**src/rtl/miss_fill_ctrl.sv**
```systemverilog
// miss_fill_ctrl
// Miss handler for the 8-way set-associative cache. It accepts one miss at a
// time and takes the victim way from the FIFO replacement unit. When the
// victim line is dirty, it writes the line back to memory one word at a time.
// It then fetches the missing line, writes it into the data array, and
// rewrites the tag/state entry of the victim way.
//
// Ports
//   clk, reset        clock, synchronous active-high reset
//   miss              miss reported by the tag compare (ignored while busy)
//   miss_tag/idx      address of the missing line
//   victim            victim way from the replacement unit
//   victim_dirty      victim line needs a writeback
//   victim_tag        tag held in the victim way (writeback address)
//   busy              controller occupied, upstream stalls
//   repl_upd          one-cycle strobe: victim consumed
//   mem_*             word-wide req/ack memory port, address {tag, idx, off}
//   arr_*             data-array port (read has one cycle of latency)
//   tag_we/tag_wdata  tag/state write for the victim way (valid=1, dirty=0)
//   done              one-cycle pulse when the fill completes
module miss_fill_ctrl #(
    parameter int TAG_W  = 8,
    parameter int IDX_W  = 2,
    parameter int OFF_W  = 2,
    parameter int DATA_W = 8
) (
    input  logic                         clk,
    input  logic                         reset,
    input  logic                         miss,
    input  logic [TAG_W-1:0]             miss_tag,
    input  logic [IDX_W-1:0]             miss_idx,
    input  logic [2:0]                   victim,
    input  logic                         victim_dirty,
    input  logic [TAG_W-1:0]             victim_tag,
    output logic                         busy,
    output logic                         repl_upd,
    output logic                         mem_req,
    output logic                         mem_we,
    output logic [TAG_W+IDX_W+OFF_W-1:0] mem_addr,
    output logic [DATA_W-1:0]            mem_wdata,
    input  logic                         mem_ack,
    input  logic [DATA_W-1:0]            mem_rdata,
    output logic                         arr_rd_en,
    input  logic [DATA_W-1:0]            arr_rdata,
    output logic                         arr_we,
    output logic [2:0]                   arr_way,
    output logic [IDX_W-1:0]             arr_idx,
    output logic [OFF_W-1:0]             arr_off,
    output logic [DATA_W-1:0]            arr_wdata,
    output logic                         tag_we,
    output logic [TAG_W-1:0]             tag_wdata,
    output logic                         done
);

    localparam logic [OFF_W-1:0] LAST_K = '1;
    localparam logic [OFF_W-1:0] ONE_K  = OFF_W'(1);

    typedef enum logic [2:0] {
        IDLE,
        WB_RD,
        WB_REQ,
        FILL,
        TAG_UPD
    } state_t;

    state_t              state;
    state_t              state_next;
    logic [OFF_W-1:0]    k;
    logic [OFF_W-1:0]    k_next;
    logic [TAG_W-1:0]    tag_q;
    logic [TAG_W-1:0]    vtag_q;
    logic [IDX_W-1:0]    idx_q;
    logic [2:0]          way_q;
    logic                wb_first;
    logic [DATA_W-1:0]   wb_data_q;
    logic [DATA_W-1:0]   wb_word;

    // The array returns read data in the first WB_REQ cycle. In that cycle
    // the word is passed straight through, so a zero-wait ack can complete it
    // at once. The word is also captured at that point, which keeps mem_wdata
    // stable even after the array output changes during later wait states.
    assign wb_word = wb_first ? arr_rdata : wb_data_q;

    // This block holds the state register, the word counter, and the miss
    // context latched when a miss is accepted.
    always_ff @(posedge clk) begin
        if (reset) begin
            state     <= IDLE;
            k         <= '0;
            tag_q     <= '0;
            vtag_q    <= '0;
            idx_q     <= '0;
            way_q     <= '0;
            wb_first  <= 1'b0;
            wb_data_q <= '0;
        end else begin
            state    <= state_next;
            k        <= k_next;
            wb_first <= (state == WB_RD);
            if (state == WB_REQ && wb_first) begin
                wb_data_q <= arr_rdata;
            end
            if (state == IDLE && miss) begin
                tag_q  <= miss_tag;
                vtag_q <= victim_tag;
                idx_q  <= miss_idx;
                way_q  <= victim;
            end
        end
    end

    // This block computes the next state and all outputs. Every output is
    // forced low while reset is high, so an interrupted transfer cannot leave
    // a stray strobe asserted in the reset cycle.
    always_comb begin
        state_next = state;
        k_next     = k;
        busy       = 1'b0;
        repl_upd   = 1'b0;
        mem_req    = 1'b0;
        mem_we     = 1'b0;
        mem_addr   = '0;
        mem_wdata  = '0;
        arr_rd_en  = 1'b0;
        arr_we     = 1'b0;
        arr_way    = '0;
        arr_idx    = '0;
        arr_off    = '0;
        arr_wdata  = '0;
        tag_we     = 1'b0;
        tag_wdata  = '0;
        done       = 1'b0;

        if (!reset) begin
            case (state)
                IDLE: begin
                    if (miss) begin
                        repl_upd   = 1'b1;
                        k_next     = '0;
                        state_next = victim_dirty ? WB_RD : FILL;
                    end
                end

                WB_RD: begin
                    busy       = 1'b1;
                    arr_rd_en  = 1'b1;
                    arr_way    = way_q;
                    arr_idx    = idx_q;
                    arr_off    = k;
                    state_next = WB_REQ;
                end

                WB_REQ: begin
                    busy      = 1'b1;
                    mem_req   = 1'b1;
                    mem_we    = 1'b1;
                    mem_addr  = {vtag_q, idx_q, k};
                    mem_wdata = wb_word;
                    if (mem_ack) begin
                        if (k == LAST_K) begin
                            k_next     = '0;
                            state_next = FILL;
                        end else begin
                            k_next     = k + ONE_K;
                            state_next = WB_RD;
                        end
                    end
                end

                FILL: begin
                    busy     = 1'b1;
                    mem_req  = 1'b1;
                    mem_addr = {tag_q, idx_q, k};
                    arr_way  = way_q;
                    arr_idx  = idx_q;
                    arr_off  = k;
                    if (mem_ack) begin
                        arr_we    = 1'b1;
                        arr_wdata = mem_rdata;
                        // The counter stays on the last word. It is cleared
                        // when the next miss is accepted.
                        if (k == LAST_K) begin
                            state_next = TAG_UPD;
                        end else begin
                            k_next = k + ONE_K;
                        end
                    end
                end

                TAG_UPD: begin
                    busy       = 1'b1;
                    tag_we     = 1'b1;
                    tag_wdata  = tag_q;
                    done       = 1'b1;
                    state_next = IDLE;
                end

                default: begin
                    state_next = IDLE;
                end
            endcase
        end
    end

endmodule

```
**config.mk**
```make
export PLATFORM = sky130hd
export DESIGN_NAME = miss_fill_ctrl
export DESIGN_NICKNAME = d
export VERILOG_FILES = /design/src/rtl/miss_fill_ctrl.sv
export SDC_FILE = /design/constraint.sdc
export NUM_CORES = 1
export LEC_CHECK = 0
export CAP_MARGIN = 20
export CORE_ASPECT_RATIO = 1.2
export CORE_MARGIN = 2
export CORE_UTILIZATION = 35
export CTS_CLUSTER_SIZE = 28
export DETAILED_ROUTE_END_ITERATION = 10
export PLACE_DENSITY = 0.81
export REMOVE_ABC_BUFFERS = 1
export SKIP_LAST_GASP = 1
export SYNTH_ARGS = -nofsm -noshare
export SYNTH_HDL_FRONTEND = slang
export SYNTH_SLANG_ARGS = --single-unit
export TNS_END_PERCENT = 100
```
**constraint.sdc**
```tcl
create_clock -name clk -period 3.54 [get_ports clk]
set_clock_uncertainty 0.1 [all_clocks]
set_input_delay 0.708 -clock clk [delete_from_list [all_inputs] [get_ports clk]]
set_output_delay 0.708 -clock clk [all_outputs]
set_load 0.01 [all_outputs]
```
==> results of run 1 <==
how the worst max path moves through the flow:
stage             start           end  slack, ns  depth (start not counted)
2_1_floorplan  state[0]  arr_wdata[0]       1.04                          3
3_3_place_gp       miss      repl_upd       0.45                          5
3_5_place_dp    mem_ack  arr_wdata[7]       0.41                          5
4_1_cts        state[2]  tag_wdata[1]       0.29                          4
5_1_grt        state[2]  tag_wdata[0]       0.15                          4
6_report       state[2]  tag_wdata[2]       0.33                          4
cells by family after synthesis:
kind of cell,Yosys count
and+or+nand+nor,131
AOI/OAI and AO/OA,43
DFF,35
buffers and inverters,21
muxes,10
xor gates and xnor gates,1
adders and majority gates,1
cell type report:
class | instances | area (um^2) | area share, %
clock buffer | 8 | 100 | 3.43
inverter | 4 | 15.0 | 0.514
multi-input combinational | 186 | 1060 | 36.2
sequential | 35 | 701 | 24.0
tap | 62 | 77.6 | 2.66
timing repair buffer | 99 | 968 | 33.2
flip-flops by register name, summed over array words and instances (netlist names):
register   cells
wb_first       1
wb_data_q      8
vtag_q         8
way_q          3
k              2
state          3
idx_q          2
tag_q          8
through the flow:
stage	utilization, %	cells	hold WS (ns)	cell area [um^2]
5_1_grt	55.9	394	0.375	2920
2_1_floorplan	-	225	0.326	1770
6_report	55.9	394	0.351	2920
3_5_place_dp	54.0	386	0.345	2820
4_1_cts	55.9	394	0.355	2920
3_3_place_gp	54.0	386	0.338	2820
critical path, stage by stage (launching register included):
cell and delay [ns]:
dfxtp_1 0.65, inv_2 0.13, nor4_4 0.59, and2_1 0.22, clkdlybuf4s50_1 0.53
synth_stat cells (all sizes together):
master | count | share of area, %
nand3 | 1 | 0.27
nor2 | 18 | 4.6
clkbuf | 4 | 0.80
a31o | 1 | 0.47
mux2i | 10 | 5.3
ha | 1 | 0.67
dfxtp | 35 | 37
a21oi | 37 | 11
and4 | 1 | 0.47
and2 | 16 | 5.3
or3b | 1 | 0.60
xnor2 | 1 | 0.47
a211oi | 1 | 0.40
nor4 | 4 | 2.9
or3 | 1 | 0.60
a32oi | 2 | 0.93
a22oi | 1 | 0.40
and3 | 12 | 4.0
o21ai | 1 | 0.27
inv | 4 | 0.80
nand3b | 1 | 0.40
nor4bb | 1 | 0.53
nor3 | 1 | 0.53
nand2b | 3 | 1.4
buf | 13 | 4.9
nand2 | 71 | 14
power groups by stage:
stage	registers, mW	logic (mW)	clock network (mW)
floorplan	0.530	0.268	0
global placement	0.505	0.494	0
detailed placement	0.508	0.502	0
CTS	0.499	0.503	0.323
global route	0.509	0.554	0.336
finish	0.499	0.497	0.310
layer usage:
metal	GRT usage (%)	up-vias	wire length (um)	share of wire (%)
met5	0	-	0	0
met4	5.15	0	58	1.2
met3	6.36	8	447	9.2
met2	30.8	70	2340	48
met1	17.9	858	2000	41
li1	-	978	-	-
==> reports/qor.yml, run 1 <==
run_status:
  status: "complete, no violations"
sta:
  drv_slew: 0
  layout_min_cycle_time_ns: 3.21
  hold_viol: 0
  setup_tns_ns: 0
  clock.fmax_mhz: 312
  setup_violations: 0
  rsz0062_at_grt: "no"
  max-slew-margin-rel_pct: 61.8
  worst_slack_ns: 0.331
  worstMarginPinSlew_ns: 0.569
  finalCritPeriodShare_pct: 90.7
worst_hold_path:
  hold_start: "way_q[2]"
  min_path_type: "reg2reg"
  whs_endpoint: "way_q[2]"
  whs_path_depth: 2
job:
  cap_viol_max_count: 0
routing:
  ant_nets: 0
  vias_per_cell: 4.86
  firstDrtPassIters: 4
  wirelength_um: 4840
  wl_per_cell_um: 12.3
  dr_total_vias: 1914
  drcViolationCount: 0
  dr.first_iter.drc_count: 62
layout:
  fillers: 506
  mostFrequentLayoutCell: "clkdlybuf4s50_1"
  synthToLayoutAreaGrowth_pct: 55.3
  layout_common_cells: "91 x clkdlybuf4s50_1, 70 x nand2_1, 35 x dfxtp_1"
  fin_nets: 374
  drive_gt1_share_pct: 10.2
  diodes: 0
place:
  gp_congestion: 0.752
  dpl.hpwl_um: 3580
  preCtsSetupSlack_ns: 0.409
  numPortBuffers: 92
synthesis:
  synth.area.mux_share_pct: 5.32
  synth_cell_types: 35
  synth_compound_area_share_pct: 13.9
  syn_inst: 242
  synth-adder-area-share_pct: 0.665
  synth_area_per_cell_um2: 7.77
  ys_ff_latch: 35
  netlist_area_um2: 1880
  synth_xor_area_share_pct: 0.466
  ys.warnings.count: 0
  yosys.area_share.simple_pct: 35.9
  synth-seq-area-share_pct: 37.3
  synth_top_family_by_area: "simple AND/OR/NAND/NOR gates"
floorplanning:
  io-pin-count: 93
  start_util_pct: 36.0
  die_area_um2: 5980
  rows: 29
  die_w_um: 70.9
  fp.coreArea_um2: 5230
  die_y_um: 84.3
pwr:
  cell_internal_pwr_uw: 862
  powerDensity_nw_per_um2: 447
  swShare_pct: 34.0
  ir_worst_vdd_mv: 0.284
  finalPower_mw: 1.31
  power.switching_uw: 445
  p_comb_share_pct: 38.0
  leakagePower_nw: 1.08
  power_frac_seq_pct: 38.2
  clock_power_share_pct: 23.7
clocking:
  clock_latency_ns: 0.27
  cts_inserted_buffers: 5
  cts_max_level: 2
  postCtsSetupBuffers: 0
  cts_resized: 0
  clkTransAtPathRegs_ns: 0.07
  cts.sinks: 35
  cts_tree: "yes"
  clock_path_buffers: 2
  holdBufCountCts: 0
  clockRootBuffer: "clkbuf_8"
setup_path:
  worstSetupEndpointType: "output pin"
  critPathArrivalTime_ns: 2.40
  worst-path-max-fanout: 12
  criticalPathCategory: "reg2out"
  reg2reg_to: "tag_q[5]"
  worstReg2RegStart: "state[1]"
  critPathLaunchType: "flop"
  ff2ff_setup_slack_ns: 1.90
  cp.required_ns: 2.73
  reg2reg_depth: 6
grt:
  antenna_found_initial: 0
  grt_usage_pct: 16.9
  grt_pass1_vias: 1937
  grt-ovfl-total: 0
  grt_max_degree: 23
  grt_pass1_wl_um: 8330
Note: power is estimated with default switching activity, not from simulation.
==> run 2: changes to the inputs <==
- CORE_ASPECT_RATIO: 1.2 -> default
==> reports/qor.yml, run 2 (same netlist as run 1, synthesis figures left out) <==
run_status:
  status: "complete, no violations"
floorplanning:
  fp.coreArea_um2: 5140
  start_util_pct: 36.6
  rows: 26
  io-pin-count: 93
  die_w_um: 77.3
  die_y_um: 77.3
  die_area_um2: 5980
setup_path:
  worst-path-max-fanout: 12
  cp.required_ns: 2.73
  worstReg2RegStart: "state[1]"
  criticalPathCategory: "reg2out"
  cp-startpoint: "state[2]"
  worstSetupEndpointType: "output pin"
  ff2ff_setup_slack_ns: 1.87
  critPathArrivalTime_ns: 2.42
  critPathCapture: "tag_wdata[7]"
  reg2reg_to: "tag_q[2]"
  reg2reg_depth: 6
  critPathLaunchType: "flop"
routing:
  wirelength_um: 5150
  ant_nets: 0
  dr_total_vias: 1927
  wl_per_cell_um: 12.8
  vias_per_cell: 4.81
  dr.first_iter.drc_count: 92
  firstDrtPassIters: 4
  drcViolationCount: 0
worst_hold_path:
  whs_path_depth: 2
  min_path_type: "reg2reg"
clocking:
  holdBufCountCts: 0
  clock_path_buffers: 2
  clkTransAtPathRegs_ns: 0.07
  cts_tree: "yes"
  cts_max_level: 2
  clockRootBuffer: "clkbuf_8"
  postCtsSetupBuffers: 0
  cts.sinks: 35
  cts_resized: 0
  clock_latency_ns: 0.27
  cts_inserted_buffers: 5
grt:
  grt-ovfl-total: 0
  grt_pass1_vias: 1876
  grt_max_degree: 32
  antenna_found_initial: 0
  grt_usage_pct: 17.7
  grt_pass1_wl_um: 8650
layout:
  layout_common_cells: "91 x clkdlybuf4s50_1, 70 x nand2_1, 35 x dfxtp_1"
  fin_nets: 374
  drive_gt1_share_pct: 9.97
  mostFrequentLayoutCell: "clkdlybuf4s50_1"
  top_regs: "tag_q x8, vtag_q x8, wb_data_q x8"
  diodes: 0
  synthToLayoutAreaGrowth_pct: 56.0
  fillers: 532
sta:
  drv_slew: 0
  finalCritPeriodShare_pct: 91.2
  hold_viol: 0
  clock.fmax_mhz: 310
  setup_tns_ns: 0
  rsz0062_at_grt: "no"
  worstMarginPinSlew_ns: 0.569
  max-slew-margin-rel_pct: 61.8
  setup_violations: 0
  layout_min_cycle_time_ns: 3.23
job:
  cap_viol_max_count: 0
pwr:
  ir_worst_vdd_mv: 0.279
  finalPower_mw: 1.35
  leakagePower_nw: 1.08
  powerDensity_nw_per_um2: 459
place:
  dpl.hpwl_um: 3810
  numPortBuffers: 92
  gp_congestion: 0.770
[run 2: worst min path at each step]
stage                        start  endpoint  slack (ns)
final                     way_q[1]  way_q[1]        0.35
after global routing      way_q[1]  way_q[1]        0.38
after CTS                 way_q[0]  way_q[0]        0.35
after detailed placement  way_q[0]  way_q[0]        0.34
after global placement    way_q[0]  way_q[0]        0.34
after floorplan           way_q[0]  way_q[0]        0.33
[run 2: critical path: stages, from the launching register on]
cell and delay [ns]:
dfxtp_1 0.66, inv_2 0.13, nor4_4 0.59, and2_1 0.22, clkdlybuf4s50_1 0.53
[run 2: through the flow]
| stage | cells | hold slack [ns] | utilization, % | worst slack, ns | instance area (um^2) |
|---|---|---|---|---|---|
| 5_1_grt | 401 | 0.375 | 57.1 | 0.117 | 2930 |
| 3_5_place_dp | 394 | 0.342 | 55.1 | 0.349 | 2830 |
| 4_1_cts | 401 | 0.352 | 57.1 | 0.306 | 2930 |
| 2_1_floorplan | 225 | 0.326 | - | 1.04 | 1770 |
| 6_report | 401 | 0.351 | 57.1 | 0.311 | 2930 |
| 3_3_place_gp | 394 | 0.339 | 55.1 | 0.447 | 2830 |
[run 2: final cells by class]
type                            instances  area (um^2)  share of cell area [%]
Clock inverter                          1         30.0                    1.02
Tap cell                               70         87.6                    2.99
Sequential cell                        35          701                    23.9
Clock buffer                            6         72.6                    2.47
Inverter                                4         15.0                   0.512
Multi-Input combinational cell        186         1060                    36.1
Timing Repair Buffer                   99          968                    33.0
[run 2: routing by layer]
metal,track usage [%],part of all wire (%),vias to the layer above
met5,0,0,-
met4,4.11,0.33,0
met2,30.4,49,70
met3,6.59,8.2,2
li1,-,-,978
met1,20.7,43,877
[run 2: power breakdown]
| group | leakage (nW) | switching, mW | internal, mW |
|---|---|---|---|
| registers | 0.286 | 0.0527 | 0.454 |
| clock network | 0.0513 | 0.135 | 0.206 |
| logic | 0.744 | 0.267 | 0.230 |
